==> config.mk <==
export PLATFORM = sky130hd
export DESIGN_NAME = hex_scan_driver
export DESIGN_NICKNAME = d
export VERILOG_FILES = /design/src/rtl/hex_scan_driver.sv
export SDC_FILE = /design/constraint.sdc
export NUM_CORES = 1
export LEC_CHECK = 0
export CAP_MARGIN = 20
export CORE_UTILIZATION = 57
export CTS_BUF_LIST = sky130_fd_sc_hd__clkbuf_8
export CTS_CLUSTER_SIZE = 30
export DETAILED_ROUTE_END_ITERATION = 10
export PLACE_DENSITY = 0.92
export SLEW_MARGIN = 10
export SYNTH_ARGS = -nofsm -noshare
export SYNTH_HDL_FRONTEND = slang
export SYNTH_SLANG_ARGS = --single-unit
==> constraint.sdc <==
create_clock -name clk -period 2.95 [get_ports clk]
set_input_delay 0.885 -clock clk [delete_from_list [all_inputs] [get_ports clk]]
set_output_delay 0.885 -clock clk [all_outputs]
set_load 0.02 [all_outputs]
==> src/rtl/hex_scan_driver.sv <==
// -----------------------------------------------------------------------------
// hex_scan_driver
//
// Multiplexed scan driver for a multi-digit hex display. It holds a shadow copy
// of the displayed value and walks the digits one at a time. Each digit slot is
// BLANK_GAP cycles with every enable off (anti-ghosting), then PRESCALE cycles
// with that digit's enable on. The current nibble goes to a downstream
// hex-to-7-segment decoder on c3..c0. New values are double-buffered: load
// fills a pending buffer, and the shadow is only replaced at the end of a
// frame, so a frame never shows a mix of old and new digits.
//
// Ports
//   clk         system clock, rising edge
//   rst         asynchronous, active-high reset
//   load        one-cycle strobe: capture value/dp_in into the pending buffer
//   value       hex value, nibble i (bits 4i+3..4i) is digit i, digit 0 rightmost
//   dp_in       decimal-point request per digit, captured with value
//   lz_blank    level: blank leading zero digits (digit 0 is never blanked)
//   c3..c0      current digit nibble to the decoder, c3 = MSB
//   dig_en      one-hot active-high digit enable, zero in gaps and blanked slots
//   dp          decimal point for the currently lit digit
//   frame_done  one-cycle pulse on the last cycle of each frame
//   pending     a loaded value is waiting for the next frame boundary
// -----------------------------------------------------------------------------
module hex_scan_driver #(
    parameter int DIGITS    = 4,
    parameter int PRESCALE  = 1000,
    parameter int BLANK_GAP = 2
) (
    input  logic                  clk,
    input  logic                  rst,
    input  logic                  load,
    input  logic [4*DIGITS-1:0]   value,
    input  logic [DIGITS-1:0]     dp_in,
    input  logic                  lz_blank,
    output logic                  c3,
    output logic                  c2,
    output logic                  c1,
    output logic                  c0,
    output logic [DIGITS-1:0]     dig_en,
    output logic                  dp,
    output logic                  frame_done,
    output logic                  pending
);

    localparam int IDX_W   = $clog2(DIGITS);
    localparam int CNT_MAX = (PRESCALE > BLANK_GAP) ? PRESCALE : BLANK_GAP;
    localparam int CNT_W   = (CNT_MAX > 1) ? $clog2(CNT_MAX) : 1;

    localparam logic [CNT_W-1:0] GAP_LAST  = CNT_W'(BLANK_GAP - 1);
    localparam logic [CNT_W-1:0] SHOW_LAST = CNT_W'(PRESCALE - 1);
    localparam logic [IDX_W-1:0] IDX_LAST  = IDX_W'(DIGITS - 1);

    typedef enum logic {
        ST_GAP  = 1'b0,
        ST_SHOW = 1'b1
    } state_e;

    // Scan state
    state_e               state_q, state_d;
    logic [IDX_W-1:0]     idx_q, idx_d;
    logic [CNT_W-1:0]     cnt_q, cnt_d;

    // Displayed (shadow) and waiting (pending) copies of value/dp
    logic [4*DIGITS-1:0]  shadow_q, shadow_d;
    logic [DIGITS-1:0]    shadow_dp_q, shadow_dp_d;
    logic [4*DIGITS-1:0]  buf_q, buf_d;
    logic [DIGITS-1:0]    buf_dp_q, buf_dp_d;
    logic                 pending_q, pending_d;

    // Output registers
    logic [3:0]           nib_q, nib_d;
    logic [DIGITS-1:0]    en_q, en_d;
    logic                 dp_q, dp_d;
    logic                 fd_q, fd_d;

    // Combinational helpers
    logic                 boundary;
    logic                 zero_above;
    logic [DIGITS-1:0]    blank_vec;
    logic                 lit;

    always_comb begin
        // NOTE: every signal assigned here gets a default first, so no path
        // leaves one unassigned and no latch is inferred.
        state_d     = state_q;
        idx_d       = idx_q;
        cnt_d       = cnt_q + CNT_W'(1);
        shadow_d    = shadow_q;
        shadow_dp_d = shadow_dp_q;
        buf_d       = buf_q;
        buf_dp_d    = buf_dp_q;
        pending_d   = pending_q;
        zero_above  = 1'b1;
        blank_vec   = '0;

        // The last SHOW cycle of the last digit is the frame boundary.
        boundary = (state_q == ST_SHOW) && (idx_q == IDX_LAST) && (cnt_q == SHOW_LAST);

        unique case (state_q)
            ST_GAP: begin
                if (cnt_q == GAP_LAST) begin
                    state_d = ST_SHOW;
                    cnt_d   = '0;
                end
            end
            ST_SHOW: begin
                if (cnt_q == SHOW_LAST) begin
                    state_d = ST_GAP;
                    cnt_d   = '0;
                    idx_d   = (idx_q == IDX_LAST) ? '0 : idx_q + IDX_W'(1);
                end
            end
            default: ;
        endcase

        if (load) begin
            buf_d     = value;
            buf_dp_d  = dp_in;
            pending_d = 1'b1;
        end

        // A load coinciding with the boundary bypasses the buffer entirely,
        // so it is never left pending for a whole extra frame.
        if (boundary) begin
            if (load) begin
                shadow_d    = value;
                shadow_dp_d = dp_in;
                pending_d   = 1'b0;
            end else if (pending_q) begin
                shadow_d    = buf_q;
                shadow_dp_d = buf_dp_q;
                pending_d   = 1'b0;
            end
        end

        // Digit i is a leading zero when nibbles i..DIGITS-1 are all zero.
        // zero_above is a running AND, so the update must be immediate.
        for (int i = DIGITS - 1; i >= 1; i--) begin
            zero_above   = zero_above & (shadow_d[4*i +: 4] == 4'h0);
            blank_vec[i] = zero_above;
        end

        // Outputs are computed from the next state so the registered outputs
        // line up with the state they describe, with no extra cycle of lag.
        lit   = (state_d == ST_SHOW) && !(lz_blank && blank_vec[idx_d]);
        nib_d = shadow_d[{idx_d, 2'b00} +: 4];
        en_d  = lit ? (DIGITS'(1) << idx_d) : '0;
        dp_d  = lit & shadow_dp_d[idx_d];
        fd_d  = (state_d == ST_SHOW) && (idx_d == IDX_LAST) && (cnt_d == SHOW_LAST);
    end

    // NOTE: sequential state uses non-blocking assignments only, so every
    // register samples the pre-edge values of its neighbours.
    always_ff @(posedge clk or posedge rst) begin
        if (rst) begin
            state_q     <= ST_GAP;
            idx_q       <= '0;
            cnt_q       <= '0;
            shadow_q    <= '0;
            shadow_dp_q <= '0;
            buf_q       <= '0;
            buf_dp_q    <= '0;
            pending_q   <= 1'b0;
            nib_q       <= '0;
            en_q        <= '0;
            dp_q        <= 1'b0;
            fd_q        <= 1'b0;
        end else begin
            state_q     <= state_d;
            idx_q       <= idx_d;
            cnt_q       <= cnt_d;
            shadow_q    <= shadow_d;
            shadow_dp_q <= shadow_dp_d;
            buf_q       <= buf_d;
            buf_dp_q    <= buf_dp_d;
            pending_q   <= pending_d;
            nib_q       <= nib_d;
            en_q        <= en_d;
            dp_q        <= dp_d;
            fd_q        <= fd_d;
        end
    end

    assign {c3, c2, c1, c0} = nib_q;
    assign dig_en           = en_q;
    assign dp               = dp_q;
    assign frame_done       = fd_q;
    assign pending          = pending_q;

endmodule
==> metrics.log <==
INFO  metric final_period_minus_worst_setup_slack = 2.79 ns
INFO  metric number_of_antenna_violations_at_the_first_check_in_global_routing = 0
INFO  metric relSlewSlack = 0.705
INFO  metric synthCells = 248
INFO  metric timing.fmax = approximately 0.36 GHz
INFO  metric gp_congestion = 0.860
INFO  metric tritoncts = built
INFO  metric cts_root_buffer = clkbuf_8
INFO  metric first_pass_iters = 4
INFO  metric critical-path-max-stage-delay = approximately 0.49 ns
INFO  metric post_cts_repair_timing_setup_buffer_count = 0
INFO  metric finalSetupViolations = 0
INFO  metric max_cap_viol_count = 0
INFO  metric remaining_drc_errors = 0
INFO  metric hpwlAfterDp = 4360 um
INFO  metric worstReg2RegStart = cnt_q[3]
INFO  metric grt_pass1_wl = between 10000 and 15000 um
INFO  metric initial_utilization = 0.604
INFO  metric i_o_pin_cnt = 35
INFO  metric final_cell_mix = dfrtp_1, clkdlybuf4s50_1, mux2_2, buf_4, nor2_1
INFO  metric cp_buf_inv_count = 2
INFO  metric detailroute.via_count = 2099
INFO  metric reg2reg_end = dig_en[1]
INFO  metric synth_seq_area_share = 0.547
INFO  metric total_die_area = 5430 sq um
INFO  metric grt_use_total = 0.263
INFO  metric fp.coreArea = between 4000 and 5000 sq um
INFO  metric path_depth_of_the_worst_reg2reg_path = 8
INFO  metric pre_cts_ws = -0.170 ns
INFO  metric post_synth_mux_area_share = 0.149
INFO  metric placedCellCount = 361
INFO  metric synth_compound_gate_area_share = 0.0982
INFO  metric whs_endpoint = buf_q[2]
INFO  metric peakVddDrop = around 340 uV
INFO  metric rsz0062_at_grt = false
INFO  metric clkLatencyLatePin = 0.33 ns
INFO  metric final_util = 0.763
INFO  metric finalWirelength = 6120 um
INFO  metric syn_area = 2930 sq um
INFO  metric grt_start_max_net_pins = 65
INFO  metric detailedRoute.firstIterationViolations = 125
INFO  metric class_of_the_worst_hold_path = reg2reg
INFO  metric cts.reportedPaths.clkPinSlew = 0.07 ns
INFO  metric netlist-cell-type-count = 44
INFO  metric insertedDiodeCount = 0
INFO  metric grt.overflow.total = 0
INFO  metric clock_tree.htree_level_count = 3
INFO  metric basic_gate_share_of_the_synthesized_area_counting_and_or_nand_and_nor_cells = 0.133
INFO  metric setup_slack_after_layout = 0.158 ns
INFO  metric synth-warning-count = 0
INFO  metric postSynthRegisterBits = 64
INFO  metric power.share.sequential = 0.517
INFO  metric timing.critical_path.arrival = 2.99 ns
INFO  metric slew_viol_final = 0
INFO  metric critical_path.slowest_cell = clkdlybuf4s50_1
INFO  metric timing.final.crit_share = 0.946
INFO  metric total_leakage_power = approximately 1.7 nW
INFO  metric synthXorXnorAreaFrac = 0.0239
INFO  metric critPathRequiredTime = 3.15 ns
INFO  metric fin_cells = 375
INFO  metric timing.hold.worst.start = buf_q[2]
INFO  metric final_routed_wire_length_divided_by_cell_count = 16.3 um
INFO  metric r2r_setup_slack = roughly 0.2 ns
INFO  metric port_buffers = 34
INFO  metric chipHeight = 73.7 um
INFO  metric critical_path_class = in2reg
INFO  metric tns = 0 ns
INFO  metric timing.critical_path.from_type = primary input
INFO  metric switchingPower = 0.370 mW
INFO  metric worstSetupEndpointType = flop
INFO  metric p_int = 1.40 mW
INFO  metric fraction_of_layout_instances_using_a_drive_strength_above_1 = 0.260
INFO  metric path_cells = clkdlybuf4s50_1, o211ai_1, nor4_2, mux2_2, a41oi_2, nor4bb_2, buf_4, a2111oi_1
INFO  metric num_rows = 25
INFO  metric synth_area_per_cell = about 12 sq um
INFO  metric top_delay_family_on_crit_path = compound AO/OA/AOI/OAI gates
INFO  metric synth_top_family_by_area = multiplexers
INFO  metric drt.antenna.violating_nets = 0
INFO  metric power.density_cell_area = ~480 nW/um^2
INFO  metric fin_worst_skew = 0.00547 ns
INFO  metric yosys_most_used_dff = dfrtp_1
INFO  metric cts-buffers-inserted = 9
INFO  metric report.final.hold_viol_count = 0
INFO  metric timing.hold.worst_path_depth = 1
INFO  metric area_growth = 26.2%
INFO  metric outcome = finished, final reports clean
INFO  metric fin_nets = 332
INFO  metric synth_edf_count = 0
INFO  metric detail_route.vias_per_cell = 5.60
INFO  metric final_common_cell = dfrtp_1
INFO  metric first_global_vias = roughly 2100
INFO  metric cts_sinks = 64
INFO  metric worst_slew_pin_slew = 0.437 ns
INFO  metric combPwrFrac = 0.068
INFO  metric die_w = 73.7 um
INFO  metric power.switching_fraction = 0.209
INFO  metric n_fill_cell = 300
INFO  metric asyncSetResetFlopFracSynth = 1.00
INFO  metric post_synth_fa_ha_maj_area_fraction = 0.0128
INFO  metric post_synthesis_net_count = 275
INFO  metric timing.critical_path.fanout_max = 4
INFO  metric clock_power_share = 0.415
INFO  metric ctsLongestPathBuffers = 2
-- final cells by class --
type                    instances  area [sq um]  share of cell area
flip-flops and latches         64          1600               0.433
clock inverters                 3          42.5              0.0115
repair buffers                 59           541               0.146
clock buffers                  11           151              0.0409
multi-input cells             158          1230               0.332
well taps                      67          83.8              0.0227
inverters                      13          51.3              0.0139
-- what timing repair did --
action,in CTS,in global routing
hold buffers,0,0
gates resized for setup,0,1
endpoints found under the setup margin,0,3
endpoints found under the hold margin,0,0
-- power by group through the flow --
stage               clock network, mW  logic [mW]  registers (mW)
floorplan                           0      0.0600           0.927
global placement                    0       0.117           0.929
detailed placement                  0       0.121           0.931
CTS                             0.748       0.123           0.915
global route                    0.781       0.133           0.916
finish                          0.734       0.121           0.915
-- sequential cells by signal (all words and copies together) (netlist names) --
name         flops
dig_en           4
shadow_q        16
nib_q            4
buf_q           16
dp               1
buf_dp_q         4
pending          1
state_q          1
idx_q            2
frame_done       1
shadow_dp_q      4
cnt_q           10
-- layer usage --
metal,vias up,track usage,share of wire
met5,-,0,0
met4,0,0.126,0.016
met3,9,0.0439,0.036
met2,53,0.403,0.49
met1,1040,0.367,0.46
li1,997,-,-
-- Yosys cell counts (all sizes together), types with 2 or more instances --
library cell	instances	area, sq um
a2111oi	3	30.0
a211oi	5	37.5
a21oi	12	67.6
a31oi	2	12.5
and2	2	12.5
and3	4	25.0
buf	5	23.8
clkbuf	8	31.3
dfrtp	64	1600
ha	3	37.5
inv	13	51.3
mux2	28	315
mux2i	11	123
nand2	7	26.3
nand3	4	20.0
nand3b	3	22.5
nand4	2	18.8
nand4b	2	17.5
nor2	22	82.6
nor2b	5	31.3
nor3	4	20.0
nor4	7	50.1
o21ai	5	25.0
o221a	2	22.5
o22a	6	52.6
or4	3	22.5
xnor2	4	35.0
xor2	4	35.0
-- worst max-delay path by stage --
stage,from,endpoint,depth (start not counted)
6_report,load,dig_en[1],8
3_5_place_dp,load,dig_en[1],8
2_1_floorplan,load,dig_en[1],8
5_1_grt,load,dp,7
4_1_cts,cnt_q[3],dig_en[1],8
3_3_place_gp,load,dp,7
-- logic make-up after synthesis --
| kind of cell | after synthesis |
|---|---|
| adder cells (fa/ha/maj) | 3 |
| flip-flops | 64 |
| AND/OR/NAND/NOR | 69 |
| XOR/XNOR | 8 |
| multiplexers | 39 |
| buffers and inverters | 26 |
| AO/OA/AOI/OAI | 39 |
-- per-stage QoR --
step	hold WS, ns	cell area, sq um	total power, mW
2_1_floorplan	0.466	2930	0.987
3_3_place_gp	0.481	3500	1.05
3_5_place_dp	0.484	3500	1.05
4_1_cts	0.499	3690	1.79
5_1_grt	0.516	3700	1.83
6_report	0.494	3700	1.77
No activity file was read; power rests on OpenSTA's default activity.
